`src/rtl/uart_str_tx.sv`:
```
// ---------------------------------------------------------------------------
// uart_str_tx
//
// UART 8N1 string transmitter. A single-cycle start pulse in IDLE launches
// transmission of a byte string read from a BRAM port, beginning at address
// BASE. Each byte is sent as one frame: a low start bit, WIDTH data bits
// LSB first, and a high stop bit, every bit held for CLKS_PER_BIT cycles.
// The string ends after min(len, LEN-BASE) bytes, or earlier on a 0x00 byte
// when NUL_TERM is set (the 0x00 itself is not sent). A one-cycle done pulse
// marks the end of the string.
//
// Ports
//   clk      in   1      clock
//   rst      in   1      synchronous active-high reset
//   start    in   1      request pulse, only honoured in IDLE
//   len      in   AW     number of bytes to send, sampled with start
//   addr     out  AW     registered BRAM read address (BASE..LEN-1)
//   rd_data  in   WIDTH  BRAM read data, valid one cycle after addr
//   tx       out  1      registered serial line, idles high
//   busy     out  1      high from the cycle after start is accepted
//                        through the last stop bit
//   done     out  1      single-cycle end-of-string pulse
// ---------------------------------------------------------------------------
module uart_str_tx #(
    parameter int WIDTH        = 8,
    parameter int LEN          = 256,
    parameter int BASE         = 128,
    parameter int CLKS_PER_BIT = 104,
    parameter int NUL_TERM     = 1,
    localparam int AW          = $clog2(LEN) + 1
) (
    input  logic             clk,
    input  logic             rst,
    input  logic             start,
    input  logic [AW-1:0]    len,
    output logic [AW-1:0]    addr,
    input  logic [WIDTH-1:0] rd_data,
    output logic             tx,
    output logic             busy,
    output logic             done
);

    // Counter widths follow their limits so neither counter can wrap mid-bit.
    localparam int BW = (CLKS_PER_BIT > 1) ? $clog2(CLKS_PER_BIT) : 1;
    localparam int NW = (WIDTH > 1) ? $clog2(WIDTH) : 1;

    localparam logic [BW-1:0] BAUD_LAST = BW'(CLKS_PER_BIT - 1);
    localparam logic [NW-1:0] BIT_LAST  = NW'(WIDTH - 1);
    localparam logic [AW-1:0] BASE_A    = AW'(BASE);
    localparam logic [AW-1:0] REGION    = AW'(LEN - BASE);

    localparam logic [2:0] S_IDLE  = 3'd0;
    localparam logic [2:0] S_FETCH = 3'd1;
    localparam logic [2:0] S_LOAD  = 3'd2;
    localparam logic [2:0] S_START = 3'd3;
    localparam logic [2:0] S_DATA  = 3'd4;
    localparam logic [2:0] S_STOP  = 3'd5;
    localparam logic [2:0] S_FIN   = 3'd6;

    logic [2:0]       state_q, state_d;
    logic [BW-1:0]    baud_q,  baud_d;
    logic [NW-1:0]    bit_q,   bit_d;
    logic [WIDTH-1:0] shift_q, shift_d;
    logic [AW-1:0]    idx_q,   idx_d;
    logic [AW-1:0]    n_q,     n_d;
    logic [AW-1:0]    addr_q,  addr_d;
    logic             tx_q,    tx_d;
    logic             busy_q,  busy_d;
    logic             done_q,  done_d;

    logic             baud_end;
    logic             bit_end;
    logic [AW-1:0]    len_clip;

    assign baud_end = (baud_q == BAUD_LAST);
    assign bit_end  = (bit_q == BIT_LAST);

    // Clamp the request to the TX-string region so addr stays in BASE..LEN-1.
    assign len_clip = (len > REGION) ? REGION : len;

    always_comb begin
        state_d = state_q;
        bit_d   = bit_q;
        shift_d = shift_q;
        idx_d   = idx_q;
        n_d     = n_q;
        addr_d  = addr_q;

        case (state_q)
            S_IDLE: begin
                if (start) begin
                    if (len_clip == '0) begin
                        state_d = S_FIN;
                    end else begin
                        n_d     = len_clip;
                        idx_d   = '0;
                        addr_d  = BASE_A;
                        state_d = S_FETCH;
                    end
                end
            end

            // addr is stable here; the BRAM read completes during this cycle.
            S_FETCH: state_d = S_LOAD;

            S_LOAD: begin
                shift_d = rd_data;
                if ((NUL_TERM != 0) && (rd_data == '0)) begin
                    state_d = S_FIN;
                end else begin
                    state_d = S_START;
                end
            end

            S_START: begin
                if (baud_end) begin
                    bit_d   = '0;
                    state_d = S_DATA;
                end
            end

            S_DATA: begin
                if (baud_end) begin
                    shift_d = shift_q >> 1;
                    if (bit_end) begin
                        state_d = S_STOP;
                    end else begin
                        bit_d = bit_q + NW'(1);
                    end
                end
            end

            S_STOP: begin
                if (baud_end) begin
                    idx_d = idx_q + AW'(1);
                    if (idx_d == n_q) begin
                        state_d = S_FIN;
                    end else begin
                        addr_d  = BASE_A + idx_d;
                        state_d = S_FETCH;
                    end
                end
            end

            // start is deliberately not looked at here.
            S_FIN: state_d = S_IDLE;

            default: state_d = S_IDLE;
        endcase
    end

    // Baud counter: cleared on every state entry, and at each bit boundary
    // inside DATA where the state does not change between bits.
    always_comb begin
        baud_d = '0;
        if (state_d == state_q) begin
            if ((state_q == S_START) || (state_q == S_DATA) || (state_q == S_STOP)) begin
                baud_d = baud_end ? '0 : baud_q + BW'(1);
            end
        end
    end

    // Outputs are decoded from the next state so they line up with the state
    // register rather than lagging it by one cycle.
    always_comb begin
        tx_d   = 1'b1;
        busy_d = 1'b0;
        done_d = 1'b0;
        case (state_d)
            S_START: tx_d = 1'b0;
            S_DATA:  tx_d = shift_d[0];
            default: tx_d = 1'b1;
        endcase
        if ((state_d != S_IDLE) && (state_d != S_FIN)) begin
            busy_d = 1'b1;
        end
        if (state_d == S_FIN) begin
            done_d = 1'b1;
        end
    end

    always_ff @(posedge clk) begin
        if (rst) begin
            state_q <= S_IDLE;
            baud_q  <= '0;
            bit_q   <= '0;
            shift_q <= '0;
            idx_q   <= '0;
            n_q     <= '0;
            addr_q  <= BASE_A;
            tx_q    <= 1'b1;
            busy_q  <= 1'b0;
            done_q  <= 1'b0;
        end else begin
            state_q <= state_d;
            baud_q  <= baud_d;
            bit_q   <= bit_d;
            shift_q <= shift_d;
            idx_q   <= idx_d;
            n_q     <= n_d;
            addr_q  <= addr_d;
            tx_q    <= tx_d;
            busy_q  <= busy_d;
            done_q  <= done_d;
        end
    end

    assign addr = addr_q;
    assign tx   = tx_q;
    assign busy = busy_q;
    assign done = done_q;

endmodule

```
`config.mk`:
```
export PLATFORM = sky130hd
export DESIGN_NAME = uart_str_tx
export DESIGN_NICKNAME = d
export VERILOG_FILES = /design/src/rtl/uart_str_tx.sv
export SDC_FILE = /design/constraint.sdc
export NUM_CORES = 1
export LEC_CHECK = 0
export BUFFER_PORTS_ARGS = -buffer_cell sky130_fd_sc_hd__clkbuf_2
export CORE_MARGIN = 3
export CORE_UTILIZATION = 48
export DETAILED_ROUTE_END_ITERATION = 10
export PLACE_DENSITY = 0.73
export SLEW_MARGIN = 40
export SYNTH_ARGS = -nofsm -noshare
export SYNTH_HDL_FRONTEND = slang
export SYNTH_SLANG_ARGS = --single-unit
```
`constraint.sdc`:
```
create_clock -name clk -period 2.8 [get_ports clk]
set_clock_uncertainty 0.2 [all_clocks]
set_input_delay 0.56 -clock clk [delete_from_list [all_inputs] [get_ports clk]]
set_output_delay 0.56 -clock clk [all_outputs]
set_load 0.05 [all_outputs]
```
[Yosys cells after proc, flatten, opt, wreduce, memory -nomap -nowiden]
Index checks and enable logic that the tools add are counted.
Word-level totals
  flip-flop bits (word level): 51
  input port bits: 20
  logic and storage cells: 83
Cells by class
  $add $sub $neg: 4
  order comparisons: 1
  equal/unequal tests: 20
  mux-type cells: 28
  bitwise logic cells: 3
  reduce and logical (&&, ||, !) cells: 16
Operators with widths (number)
  9-bit 2-to-1 mux: 8
  9-bit case mux with 2 select lines: 2
  3-bit 2-to-1 mux: 11
  3-bit case mux with 6 select lines: 1
  8-bit case mux with 2 select lines: 1
  3-bit == test, second input constant: 5
  2-bit inequality test, second input constant: 7
  8-bit by 9-bit adder with 9-bit output, first input constant: 1
  9-bit by 1-bit adder with 9-bit output, second input constant: 1
  3-bit by 2-bit == test with 1-bit output, second input constant: 3
  9-bit == test: 1
  9-bit by 8-bit > comparator with 1-bit output, second input constant: 1
  9-bit logical NOT: 1
  8-bit logical NOT: 1
  8-bit 2-to-1 mux: 1
  4-bit AND reduction: 2
  7-bit by 1-bit adder with 7-bit output, second input constant: 1
  7-bit == test, second input constant: 1
  3-bit case mux with 2 select lines: 1
  2-bit nonzero test: 3
  5-bit AND reduction: 1
  4-bit OR reduction: 1
  3-bit by 1-bit adder with 3-bit output, second input constant: 1
  3-bit by 1-bit == test with 1-bit output, second input constant: 1
  other kinds (11): 15

[Logic depth before layout (Yosys ltp)]
  word-level depth: 9
  gate-level depth with buffers: 9

[Worst setup path after synthesis]
OpenSTA, ideal clock, no wires.
  path kind: input-to-reg
  start: input len[3]
  end: register busy_q, in the netlist busy
  library setup time: 124 ps
  arrival: 2208 ps
  data required time: 2476 ps
  path slack: 268 ps
  cell stages on the path: 7
  path buffers: 1
  cell sequence: or4_1 nor3_1 or2_1 buf_2 and3_1 nor4bb_1 nor3_1
On the way
  word-level cells in the longest chain between the ends: 9
  elaborated cells on any way between the ends: 10
  classes of those cells: 1 x order compare; 1 x eq/ne; 5 x mux; 3 x reduce/logical
Ends and longest elaborated chain
  start: declaration: RTL line 35  | input logic [AW-1:0] len,
  9-bit by 8-bit > comparator with 1-bit output: RTL line 79  | assign len_clip = (len > REGION) ? REGION : len;
  9-bit 2-to-1 mux *: RTL line 79
  9-bit logical NOT *: RTL line 92  | if (len_clip == '0) begin
  3-bit 2-to-1 mux *: RTL line 92
  3-bit 2-to-1 mux *: RTL line 91  | if (start) begin
  3-bit case mux with 6 select lines *: RTL line 89  | case (state_q)
  3-bit inequality test / 3-bit nonzero test (equally long branches): RTL line 174  | if ((state_d != S_IDLE) && (state_d != S_FIN)) begin
  1-bit logical AND *: RTL line 174
  1-bit 2-to-1 mux *: RTL line 174
  end signal: assignment: RTL line 203  | busy_q <= busy_d;
  end: declaration: RTL line 68  | logic busy_q, busy_d;
Every way passes the cells marked *; elsewhere a longest branch is shown, timed or not.
A chain may end at the register's enable or synchronous reset.

[Worst setup path after layout]
  start: register idx_q[1]
  end: register state_q[0]
On the way
  word-level cells in the longest chain between the ends: 5
Ends and longest elaborated chain
  start: declaration: RTL line 64  | logic [AW-1:0] idx_q, idx_d;
  start signal: assignment: RTL line 199  | idx_q <= idx_d;
  9-bit by 1-bit adder with 9-bit output: RTL line 135  | idx_d = idx_q + AW'(1);
  9-bit == test: RTL line 136  | if (idx_d == n_q) begin
  3-bit 2-to-1 mux: RTL line 136
  3-bit 2-to-1 mux: RTL line 134  | if (baud_end) begin
  3-bit case mux with 6 select lines: RTL line 89
  end signal: assignment: RTL line 195  | state_q <= state_d;
  end: declaration: RTL line 60  | logic [2:0] state_q, state_d;
Every way passes these cells.

==> flow_summary.toml <==
[status]
outcome = "completed"

[yosys]
yosysTopAreaCellShare_pct = 37.50
synth_area_sq_um = 2723
synth_edf_count = 0
synth.net_count = 349
synth_top_area_cell = "dfxtp_1"
synth-simple-area-share_pct = 29.50
synth-xor-area-share_pct = 8.732
ys_ff_latch = 51
ys.flop_type = "dfxtp_1"
synth_compound_area_share_pct = 15.17
ys_warn_count = 0
synth.mux.area_fraction_pct = 3.631
async_reset_ff_share_pct = 0
ys_types = 52
avgSynthCellArea_sq_um = 8.377
synth_top_family_by_area = "simple AND/OR/NAND/NOR gates"
ys_top_cells_by_area = "dfxtp_1, nor2_1, xnor2_1, a21oi_1, a22oi_1"
synth-seq-area-share_pct = 37.50
synthAdderAreaFrac_pct = 1.838
synth_cells = 325

[cells_and_area]
antenna_cells = 0
nFillCells = 478
multi_input_area_sq_um = 1614
stdcell_count = 436
final_layout_size_suffix_gt1_share_pct = 19.40
nets = 389
syn_to_final_growth_pct = 17.37
ff_latch_area_sq_um = 1021

[placed_design]
place_inst = 427
gp_congestion = 0.8942
hpwlAfterDp_mm = 4.439
port_buffers = 31

[critical_path]
critPathMaxFanout = 6
cp.depth = 8
endpoint = "state_q[0]$_SDFF_PP0_"
reg2reg_depth = 8
critical_path_class = "flip-flop to flip-flop"
crit_start = "idx_q[1]$_SDFFE_PP0P_"
worstSetupEndpointType = "flip-flop"
regToRegEndpoint = "state_q[0]$_SDFF_PP0_"
cp.required_ns = 2.77
reg2reg_from = "idx_q[1]$_SDFFE_PP0P_"
cp.buffers_inverters = 1
cp_cell_sequence = "ha_1 > xnor2_1 > buf_4 > xnor2_1 > or4_1 > or3_1 > o21ai_1 > a21oi_1"
cpMaxStageDelayCell = "or4_1"
critical_path.top_delay_family = "simple AND/OR/NAND/NOR gates"
regToRegSetupSlack_ns = 0.16
cp_common_cell = "xnor2_1"
slowest_delay_ns = 0.54
arrival_ns = 2.61
setup.worst_path.start_class = "flip-flop"

[clock_tree]
clockBufferDepth = 2
cts.sinks = 51
htree_levels = 2
clk_pin_slew_ns = 0.10
cts_buffers = 5
cts_tree = "yes"
cts-root-buf = "clkbuf_8"
clock_latency_ns = 0.31

[timing]
period_share_pct = 94.13
fmax_mhz = 379.4
period_needed_ns = 2.636
rsz0062_at_grt = "false"
maxSlewHeadroom_pct = 49.43
setup-violations-final = 0
worstMarginPinSlew_ns = 0.7557
finalHoldViolations = 0
slew_violations = 0
finalSetupTns_ns = 0

[floorplan]
start_util_pct = 51.34
die_h_um = 81.32
ios = 32
row_count = 26
die-area_sq_um = 6612
die_w_um = 81.32
core-area_sq_um = 5303

[job]
max_cap_violations = 0

[grt]
grt_use_total_pct = 20.09
grt_overflow_total = 0
grt_max_degree = 36
grt_pass1_wl_mm = 10.38
antenna_found_initial = 0
grt_pass1_vias = 2210

[power]
power.density_nw_per_um2 = 477.7
vdd_drop_max_v = 0.0002741
power_leakage_nw = 1.223

[detailed_routing]
drt-initial-drc-count = 194
drc_errors = 0
firstDrtPassIters = 5
postRouteAntennaNets = 0
num_vias = 2446
wl_per_cell_um = 14.29
drt-total-wl_mm = 6.231
via_per_inst = 5.610

[worst_hold_path]
hp-class = "flip-flop to flip-flop"
[report_power, final]
part | total [W] | switching (W) | internal, W
clock network | 0.000608 | 0.000252 | 0.000356
registers | 0.000756 | 0.0000142 | 0.000742
logic | 0.000162 | 0.0000954 | 0.0000670
total | 0.00153 | 0.000361 | 0.00117
[worst min-delay path by stage]
| stage | from | to | slack [ns] | cells past startpoint |
|---|---|---|---|---|
| 6_report | baud_q[0]$_SDFF_PP0_ | baud_q[0]$_SDFF_PP0_ | 0.25 | 1 |
| 5_1_grt | baud_q[0]$_SDFF_PP0_ | baud_q[0]$_SDFF_PP0_ | 0.26 | 1 |
| 4_1_cts | baud_q[0]$_SDFF_PP0_ | baud_q[0]$_SDFF_PP0_ | 0.25 | 1 |
| 3_5_place_dp | baud_q[0]$_SDFF_PP0_ | baud_q[0]$_SDFF_PP0_ | 0.24 | 1 |
| 3_3_place_gp | baud_q[0]$_SDFF_PP0_ | baud_q[0]$_SDFF_PP0_ | 0.23 | 1 |
| 2_1_floorplan | baud_q[0]$_SDFF_PP0_ | baud_q[0]$_SDFF_PP0_ | 0.22 | 1 |
[logic make-up after synthesis]
kind of cell | count (synthesis)
flops | 51
fa+ha+maj | 4
mux | 9
simple gates | 151
xor+xnor | 24
buf+inv | 22
compound gates | 64
[placed cells by master (no fill, tap or decap), types with 11 or more instances in the layout]
cell type	instances
buf_4	20
a22oi_1	14
nand3_1	11
nand2_1	23
xnor2_1	15
a21oi_1	25
clkbuf_2	31
dfxtp_1	51
nor2_1	50
[final cells by class]
cell class | instances | share of cell area [%]
clock buffers | 5 | 2.153
clock inverters | 3 | 2.114
inverters | 3 | 0.3524
multi-input cells | 252 | 50.51
flip-flops and latches | 51 | 31.95
well taps | 70 | 2.741
repair buffers | 52 | 10.18
[Yosys cell counts (2+ instances only)]
cell type	number
mux2_1	7
xor2_1	7
a31oi_1	3
and3_1	6
nand4_1	3
nor3b_1	10
or4_1	3
or4b_1	2
a211oi_1	2
nand2_1	23
o21ai_0	8
or3_1	6
mux2i_1	2
nor4bb_1	2
a21oi_1	25
o21a_1	2
xnor3_1	2
dfxtp_1	51
buf_2	7
nor3_1	11
nor4_1	2
nor2b_1	2
and2_1	3
ha_1	4
nand3b_1	6
nand2b_1	2
nand3_1	11
nor2_1	50
clkbuf_1	11
xnor2_1	15
inv_1	3
a22oi_1	14
[sequential cells by signal, summed over array words and instances (netlist names)]
register,count
addr,9
idx_q,9
n_q,9
shift_q,8
baud_q,7
bit_q,3
state_q,3
busy,1
done,1
tx,1
[routing by layer]
metal  vias up  wire length, um  track usage (%)
li1       1231                -                -
met1      1122             2965            28.34
met2        86             2745            30.62
met3         7              451            4.102
met4         0               69            6.250
met5         -                0                0
[worst reg2reg max path: stages, from the launching register on]
cell and delay, ns:
dfxtp_1 0.38, ha_1 0.32, xnor2_1 0.20, buf_4 0.17, xnor2_1 0.07, or4_1 0.54, or3_1 0.33, o21ai_1 0.20
a21oi_1 0.10
[per-stage QoR]
step	setup slack, ns	power [W]	util [%]	hold WS, ns	area (sq um)
3_5_place_dp	0.1085	0.0009321	57.10	0.2393	3028
4_1_cts	0.1961	0.001533	59.67	0.2528	3164
5_1_grt	0.06141	0.001583	60.26	0.2611	3196
6_report	0.1643	0.001526	60.26	0.2533	3196
3_3_place_gp	0.1336	0.0009316	57.10	0.2300	3028
2_1_floorplan	0.2676	0.0008742	-	0.2179	2723
[what timing repair did]
action                                  CTS  global route
endpoints found under the setup margin    0             8
resized for setup                         0             2
buffers inserted                          0             1
hold endpoints to repair                  0             0
hold buffers                              0             0
Note: power is estimated with default switching activity, not from simulation.
